### src/rtl/data_sram_ctrl_pkg.sv
// Shared definitions for the data SRAM controller: FSM states, mem_sel codes
// and the byte-enable lookup used when a write is accepted.
package data_sram_ctrl_pkg;

  typedef enum logic [2:0] {
    ST_IDLE   = 3'd0,
    ST_RACC   = 3'd1,
    ST_RDONE  = 3'd2,
    ST_WSETUP = 3'd3,
    ST_WPULSE = 3'd4,
    ST_WHOLD  = 3'd5,
    ST_WDONE  = 3'd6
  } state_t;

  localparam logic [1:0] MS_NONE = 2'b00;
  localparam logic [1:0] MS_BYTE = 2'b01;
  localparam logic [1:0] MS_HALF = 2'b10;
  localparam logic [1:0] MS_WORD = 2'b11;

  // Active-low byte enables; data is low-lane aligned so narrow writes use lane 0 upward.
  function automatic logic [3:0] be_n_for(input logic [1:0] sel);
    case (sel)
      MS_BYTE: be_n_for = 4'b1110;
      MS_HALF: be_n_for = 4'b1100;
      MS_WORD: be_n_for = 4'b0000;
      default: be_n_for = 4'b1111;
    endcase
  endfunction

endpackage

### src/rtl/data_sram_ctrl.sv
// Data-memory responder for the MEM stage: runs level-requested reads/writes on a
// 32-bit SRAM (two 16-bit halves) with fully registered strobes and completion flags.
module data_sram_ctrl
  import data_sram_ctrl_pkg::*;
#(
  parameter int ADDR_W      = 20,
  parameter int WAIT_CYCLES = 1
) (
  input  logic              clk,
  input  logic              rst,
  input  logic              read_ce,
  input  logic              write_ce,
  input  logic [31:0]       address,
  input  logic [31:0]       wdata,
  input  logic [1:0]        mem_sel,
  output logic [31:0]       rom_rdata,
  output logic              rfin_a,
  output logic              rfin_b,
  output logic              wfin_a,
  output logic              wfin_b,
  output logic [ADDR_W-1:0] sram_addr,
  output logic              sram_ce_n,
  output logic              sram_oe_n,
  output logic              sram_we_n,
  output logic [3:0]        sram_be_n,
  output logic [31:0]       sram_dq_o,
  output logic              sram_dq_oe,
  input  logic [31:0]       sram_dq_i
);

  localparam int CNT_W = (WAIT_CYCLES > 0) ? $clog2(WAIT_CYCLES + 1) : 1;
  localparam logic [CNT_W-1:0] CNT_LAST = CNT_W'(WAIT_CYCLES);

  state_t           r_state;
  logic [CNT_W-1:0] r_cnt;
  logic             r_rfin;
  logic             r_wfin;
  logic             w_unused_addr;

  assign w_unused_addr = ^address[31:ADDR_W];

  assign rfin_a = r_rfin;
  assign rfin_b = r_rfin;
  assign wfin_a = r_wfin;
  assign wfin_b = r_wfin;

  always_ff @(posedge clk or negedge rst) begin
    if (!rst) begin
      r_state    <= ST_IDLE;
      r_cnt      <= '0;
      r_rfin     <= 1'b0;
      r_wfin     <= 1'b0;
      rom_rdata  <= '0;
      sram_addr  <= '0;
      sram_ce_n  <= 1'b1;
      sram_oe_n  <= 1'b1;
      sram_we_n  <= 1'b1;
      sram_be_n  <= 4'hF;
      sram_dq_o  <= '0;
      sram_dq_oe <= 1'b0;
    end else begin
      case (r_state)
        ST_IDLE: begin
          r_rfin <= 1'b0;
          r_wfin <= 1'b0;
          r_cnt  <= '0;
          // Write wins a simultaneous request; a write with no lanes is dropped.
          if (write_ce && mem_sel != MS_NONE) begin
            r_state    <= ST_WSETUP;
            sram_addr  <= address[ADDR_W-1:0];
            sram_dq_o  <= wdata;
            sram_be_n  <= be_n_for(mem_sel);
            sram_ce_n  <= 1'b0;
            sram_oe_n  <= 1'b1;
            sram_we_n  <= 1'b1;
            sram_dq_oe <= 1'b1;
          end else if (read_ce) begin
            r_state    <= ST_RACC;
            sram_addr  <= address[ADDR_W-1:0];
            sram_be_n  <= 4'b0000;
            sram_ce_n  <= 1'b0;
            sram_oe_n  <= 1'b0;
            sram_we_n  <= 1'b1;
            sram_dq_oe <= 1'b0;
          end
        end
        ST_RACC: begin
          if (!read_ce) begin
            r_state   <= ST_IDLE;
            sram_ce_n <= 1'b1;
            sram_oe_n <= 1'b1;
          end else if (r_cnt == CNT_LAST) begin
            r_state   <= ST_RDONE;
            rom_rdata <= sram_dq_i;
            r_rfin    <= 1'b1;
            sram_ce_n <= 1'b1;
            sram_oe_n <= 1'b1;
          end else begin
            r_cnt <= r_cnt + 1'b1;
          end
        end
        ST_RDONE: begin
          if (!read_ce) begin
            r_state <= ST_IDLE;
            r_rfin  <= 1'b0;
          end
        end
        ST_WSETUP: begin
          r_state   <= ST_WPULSE;
          r_cnt     <= '0;
          sram_we_n <= 1'b0;
        end
        // The pulse and hold always run to completion so the SRAM never sees a torn write.
        ST_WPULSE: begin
          if (r_cnt == CNT_LAST) begin
            r_state   <= ST_WHOLD;
            sram_we_n <= 1'b1;
          end else begin
            r_cnt <= r_cnt + 1'b1;
          end
        end
        ST_WHOLD: begin
          sram_ce_n  <= 1'b1;
          sram_dq_oe <= 1'b0;
          if (write_ce) begin
            r_state <= ST_WDONE;
            r_wfin  <= 1'b1;
          end else begin
            r_state <= ST_IDLE;
          end
        end
        ST_WDONE: begin
          if (!write_ce) begin
            r_state <= ST_IDLE;
            r_wfin  <= 1'b0;
          end
        end
        default: begin
          r_state    <= ST_IDLE;
          sram_ce_n  <= 1'b1;
          sram_oe_n  <= 1'b1;
          sram_we_n  <= 1'b1;
          sram_dq_oe <= 1'b0;
        end
      endcase
    end
  end

endmodule

### config.mk
export PLATFORM = sky130hd
export DESIGN_NAME = data_sram_ctrl
export DESIGN_NICKNAME = d
export VERILOG_FILES = /design/src/rtl/data_sram_ctrl_pkg.sv /design/src/rtl/data_sram_ctrl.sv
export SDC_FILE = /design/constraint.sdc
export NUM_CORES = 1
export LEC_CHECK = 0
export ABC_AREA = 1
export CAP_MARGIN = 25
export CORE_ASPECT_RATIO = 1.75
export CORE_MARGIN = 5
export CORE_UTILIZATION = 37
export DETAILED_ROUTE_END_ITERATION = 8
export PLACE_DENSITY = 0.77
export REMOVE_ABC_BUFFERS = 1
export SYNTH_ARGS = -nofsm -noshare
export SYNTH_HDL_FRONTEND = slang
export SYNTH_SLANG_ARGS = --single-unit
export TNS_END_PERCENT = 100
### constraint.sdc
create_clock -name clk -period 1.4 [get_ports clk]
set_clock_uncertainty 0.2 [all_clocks]
set_input_delay 0.14 -clock clk [delete_from_list [all_inputs] [get_ports clk]]
set_output_delay 0.14 -clock clk [all_outputs]
set_load 0.01 [all_outputs]
; ---- Yosys cells after proc, flatten, opt, wreduce, memory -nomap -nowiden
; Index checks and enable logic that the tools add are counted.
[word_totals]
reg_bits = 98
input_bits = 102
out_inout_bits = 96
elab_cells = 91
[classes]
add_sub_neg = 1
n_eq_ne = 17
n_mux = 34
bitwise = 4
reduce_logical = 23
[op_table]
columns = op, count
row1 = $mux 20, 2
row2 = $mux 3, 8
row3 = $pmux 3 s7, 1
row4 = $pmux 1 s3, 5
row5 = $reduce_and 3->1, 5
row6 = $mux 1, 13
row7 = $ne 2x2->1 const B, 6
row8 = $pmux 4 s3, 1
row9 = $reduce_or 5->1, 2
row10 = $eq 3x3->1 const B, 3
row11 = $reduce_bool 3->1, 3
row12 = $mux 4, 2
row13 = $reduce_and 2->1, 4
row14 = $reduce_or 4->1, 2
row15 = $eq 3x2->1 const B, 2
row16 = $ne 3x3->1 const B, 2
row17 = $reduce_and 5->1, 1
row18 = $eq 2x2->1 const B, 2
row19 = $not 1->1, 4
row20 = $pmux 1 s4, 1
row21 = $reduce_and 4->1, 1
row22 = $reduce_bool 2->1, 2
row23 = $eq 3x1->1 const B, 1
row24 = $logic_not 3->1, 1
row25 = 5 further kinds, 5

; ---- Longest topological paths before layout
[logic_depth]
ltp_word = 4
depth_mapped = 9
ltp_nobuf = 8

; ---- Worst setup path after synthesis
; No wires, ideal clock.
[synth_path]
kind = reg2reg
from = register r_state[0]
to = register sram_dq_o[12]
setup_ns = 0.117
arrival_ns = 1.161
required_ns = 1.083
slack_ns = -0.078
path_stages_with_launch = 9
path_buffers = 2
synth_period_minus_slack_ns = 1.478
cell_sequence = dfrtp_1 > buf_2 > inv_2 > nand2_4 > nor2_8 > nand2_2 > buf_2 > nand2_1 > nand2_1
[synth_between]
elab_chain_len = 2
[synth_rtl]
columns = element, line_no
row1 = start: declaration, data_sram_ctrl.sv:34  ; state_t r_state;
row2 = start signal: assignment, data_sram_ctrl.sv:49  ; r_state <= ST_IDLE;
row3 = start signal: assignment, data_sram_ctrl.sv:69  ; r_state <= ST_WSETUP;
row4 = start signal: assignment, data_sram_ctrl.sv:78  ; r_state <= ST_RACC;
row5 = $logic_not 3->1, data_sram_ctrl.sv:62  ; case (r_state)
row6 = $reduce_and 2->1 (no line), --
row7 = end signal: assignment, data_sram_ctrl.sv:71  ; sram_dq_o <= wdata;
row8 = end: declaration, data_sram_ctrl.sv:26  ; output logic [31:0] sram_dq_o,
; Every way passes these cells.
; A chain may end at the register's enable or synchronous reset.

; ---- Worst setup path after layout
[layout_path]
from = register r_state[2]
to = register r_state[2]
[layout_between]
elab_chain_len = 3
word_cells_on_any_way = 14
cone_classes = 11 x eq/ne / 1 x mux / 2 x reduce/logical
[layout_rtl]
columns = element, line_no
row1 = "$eq 3x1->1, or another cell as far along", data_sram_ctrl.sv:62
row2 = $ne 3x3->1 (no line) or $ne 2x2->1 (tied branches), --
row3 = $reduce_and 5->1 (no line), --
; Several ways; a longest one is shown, not always the timed one.

==> metrics.cfg <==
[final_layout]
finalInstanceArea_um2 = 7237
layout.nets = 794
diodes = 0
syn2layout_area_growth_pct = 78.68
layout_common_cells = 146 x nand2_1, 91 x dfrtp_1, 88 x clkdlybuf4s50_1
mostFrequentLayoutCell = nand2_1
fillers = 828
drive_gt1_share_pct = 28.41

[timing]
finalCriticalPeriod_ps = 1595
finalSetupViolCount = 96
rsz0062_at_grt = yes
worst_slew_pin_slew_ps = 468.9
whs_ps = 135.7
post-route-period-util_pct = 113.9
finalHoldViolations = 0
timing.final.max_slew_violations = 0
setup-tns-final_ps = -11190
fmax_ghz = 0.6270
setup_ws_ps = -195.0
max_slew_margin_pct = 68.53

[critical_path]
reg2reg_to = r_state[2]
crit_type = reg -> reg
arrival_ps = 1670
cp-start-kind = flop
regToRegSetupSlack_ps = -200
end_kind = flop
endpoint = r_state[2]
cp.required_ps = 1480
r2r-start = r_state[2]
reg2regPathDepth = 7
cp-startpoint = r_state[2]
crit_fanout = 5

[route]
wl_mm = 13.77
avgViaCountPerCell = 4.895
wl_per_cell_um = 16.65
drt_iter0_drc = 112
detailroute.via_count = 4048
firstDrtPassIters = 4
drcViolationCount = 0
drtAntennaViolNets = 0

[run_status]
violations = negative setup slack
status = finished with violations

[yosys]
synthAdderAreaFrac_pct = 0
yosys_warnings = 0
netlist_instances = 462
avgSynthCellArea_um2 = 8.767
yosys.cell_types.count = 25
synthMuxAreaShare_pct = 0
ys_ff_latch = 97
ys_seq_area_share_pct = 60.12
synth_top_family_by_area = simple AND/OR/NAND/NOR gates
synthSimpleGateAreaFrac_pct = 32.25
netlist_area_um2 = 4050
synthXorXnorAreaFrac_pct = 0
synth_compound_area_share_pct = 2.101

[clocking]
numClockSinks = 97
clockRootBuffer = clkbuf_16
cts_max_level = 3
tritoncts = yes
clk_latency_ps = 340
cts_buffers = 9
clk_path_buf_depth = 2
clkTransAtPathRegs_ps = 70

[grt]
grt_usage_pct = 19.73
antenna_found_initial = 0
gr-total-overflow = 0
grt_pass1_wl_mm = 20.45
grt_start_max_net_pins = 52
grt_pass1_vias = 4222

[placed_design]
portBuffers = 185
place_congestion = 0.9026
dpl_cell_area_um2 = 6264
dp_hpwl_mm = 8.808
dp_slack_ps = -383.6

[die]
core_um2 = 10700
dieArea_um2 = 13220
die_x_um = 89.09
start_util_pct = 37.86
rows = 50
io_pins = 198
fp.dieH_um = 148.4

[worst_hold_path]
hold_class = in -> async

[power_and_ir_drop]
pwr_density_cell_nw_per_um2 = 2184
power.leakage_nw = 3.692
peakVddDrop_mv = 1.224

[job]
drv_cap = 0

[power breakdown]
part	switching, mW	internal, mW
combinational	4.36	3.98
clock	1.08	1.40
sequential	0.842	4.14
total	6.28	9.52
[metrics by stage]
stage / std cells / utilization, % / power [mW]
after CTS: 818 / 63.25 / 14.62
after floorplan: 435 / - / 7.816
after detailed placement: 788 / 58.55 / 12.17
after global routing: 827 / 67.65 / 16.89
final: 827 / 67.65 / 15.80
after global placement: 788 / 58.55 / 11.95
[repair_timing]
item | in CTS | in global routing
hold buffers | 1 | 0
buffers inserted | 11 | 7
gates resized for setup | 171 | 136
pin swaps | 11 | 22
hold endpoints to repair | 97 | 0
gates cloned | 2 | 5
setup endpoints to repair | 192 | 113
[cell usage after synthesis]
cell,instances,area share [%]
a21oi_1,2,0.25
nand2_1,219,20
a32oi_1,1,0.22
buf_2,14,1.7
nor2_2,1,0.15
nand3_1,72,8.9
a21o_1,2,0.37
o21ai_2,1,0.22
nand2_4,1,0.28
nand2_2,2,0.31
nand3_2,1,0.25
o211ai_1,1,0.19
o22ai_2,1,0.31
nor2_8,1,0.49
buf_6,3,0.83
nor2_1,12,1.1
a21boi_0,1,0.19
clkbuf_1,2,0.19
dfrtp_1,91,56
inv_2,6,0.56
nand4_1,3,0.46
buf_4,8,1.5
inv_1,8,0.74
o21ai_0,3,0.37
dfstp_2,6,3.9
[layer usage]
metal	global-route usage [%]	vias up	wire length (um)
met3	5.765	41	1136
met2	34.60	177	7302
met1	21.47	1900	4681
li1	-	1930	-
met5	0	-	0
met4	8.495	0	646
[cells by family after synthesis]
logic type / Yosys count
AND/OR/NAND/NOR: 312
flip-flops: 97
buffers and inverters: 41
AO/OA/AOI/OAI: 12
[critical path, cell delays in order (launching register included)]
cell and delay [ps]:
dfrtp_1 420, buf_6 160, buf_6 120, nand4_1 140, nand2_2 150, nor2_4 150
nand3_1 100, nand2_1 90
[worst min-delay path by stage]
| stage | from | endpoint | slack [ps] | cells past startpoint |
|---|---|---|---|---|
| 2_1_floorplan | rst | r_cnt | -360 | 0 |
| 3_3_place_gp | rst | rom_rdata[23] | -50 | 2 |
| 3_5_place_dp | rst | rom_rdata[20] | -40 | 2 |
| 4_1_cts | address[4] | sram_addr[4] | 120 | 3 |
| 5_1_grt | sram_dq_i[26] | rom_rdata[26] | 140 | 3 |
| 6_report | rst | r_cnt | 140 | 3 |
[layout make-up]
| class | instances | area, um^2 | area share (%) |
|---|---|---|---|
| repair buffers | 245 | 2454 | 33.90 |
| inverters | 14 | 60.06 | 0.8299 |
| multi-input cells | 325 | 1823 | 25.19 |
| well taps | 130 | 162.7 | 2.248 |
| flip-flops and latches | 97 | 2435 | 33.64 |
| clock buffers | 9 | 225.2 | 3.112 |
| clock inverters | 7 | 77.57 | 1.072 |
[sequential cells by signal (all words and copies together) (netlist names)]
name and cells:
sram_dq_o 32, wfin_a 1, rfin_a 1, rom_rdata 32
sram_we_n 1, r_state 3, sram_addr 20, sram_ce_n 1
sram_dq_oe 1, r_cnt 1, sram_oe_n 1, sram_be_n 3
Note: power is estimated with default switching activity, not from simulation.
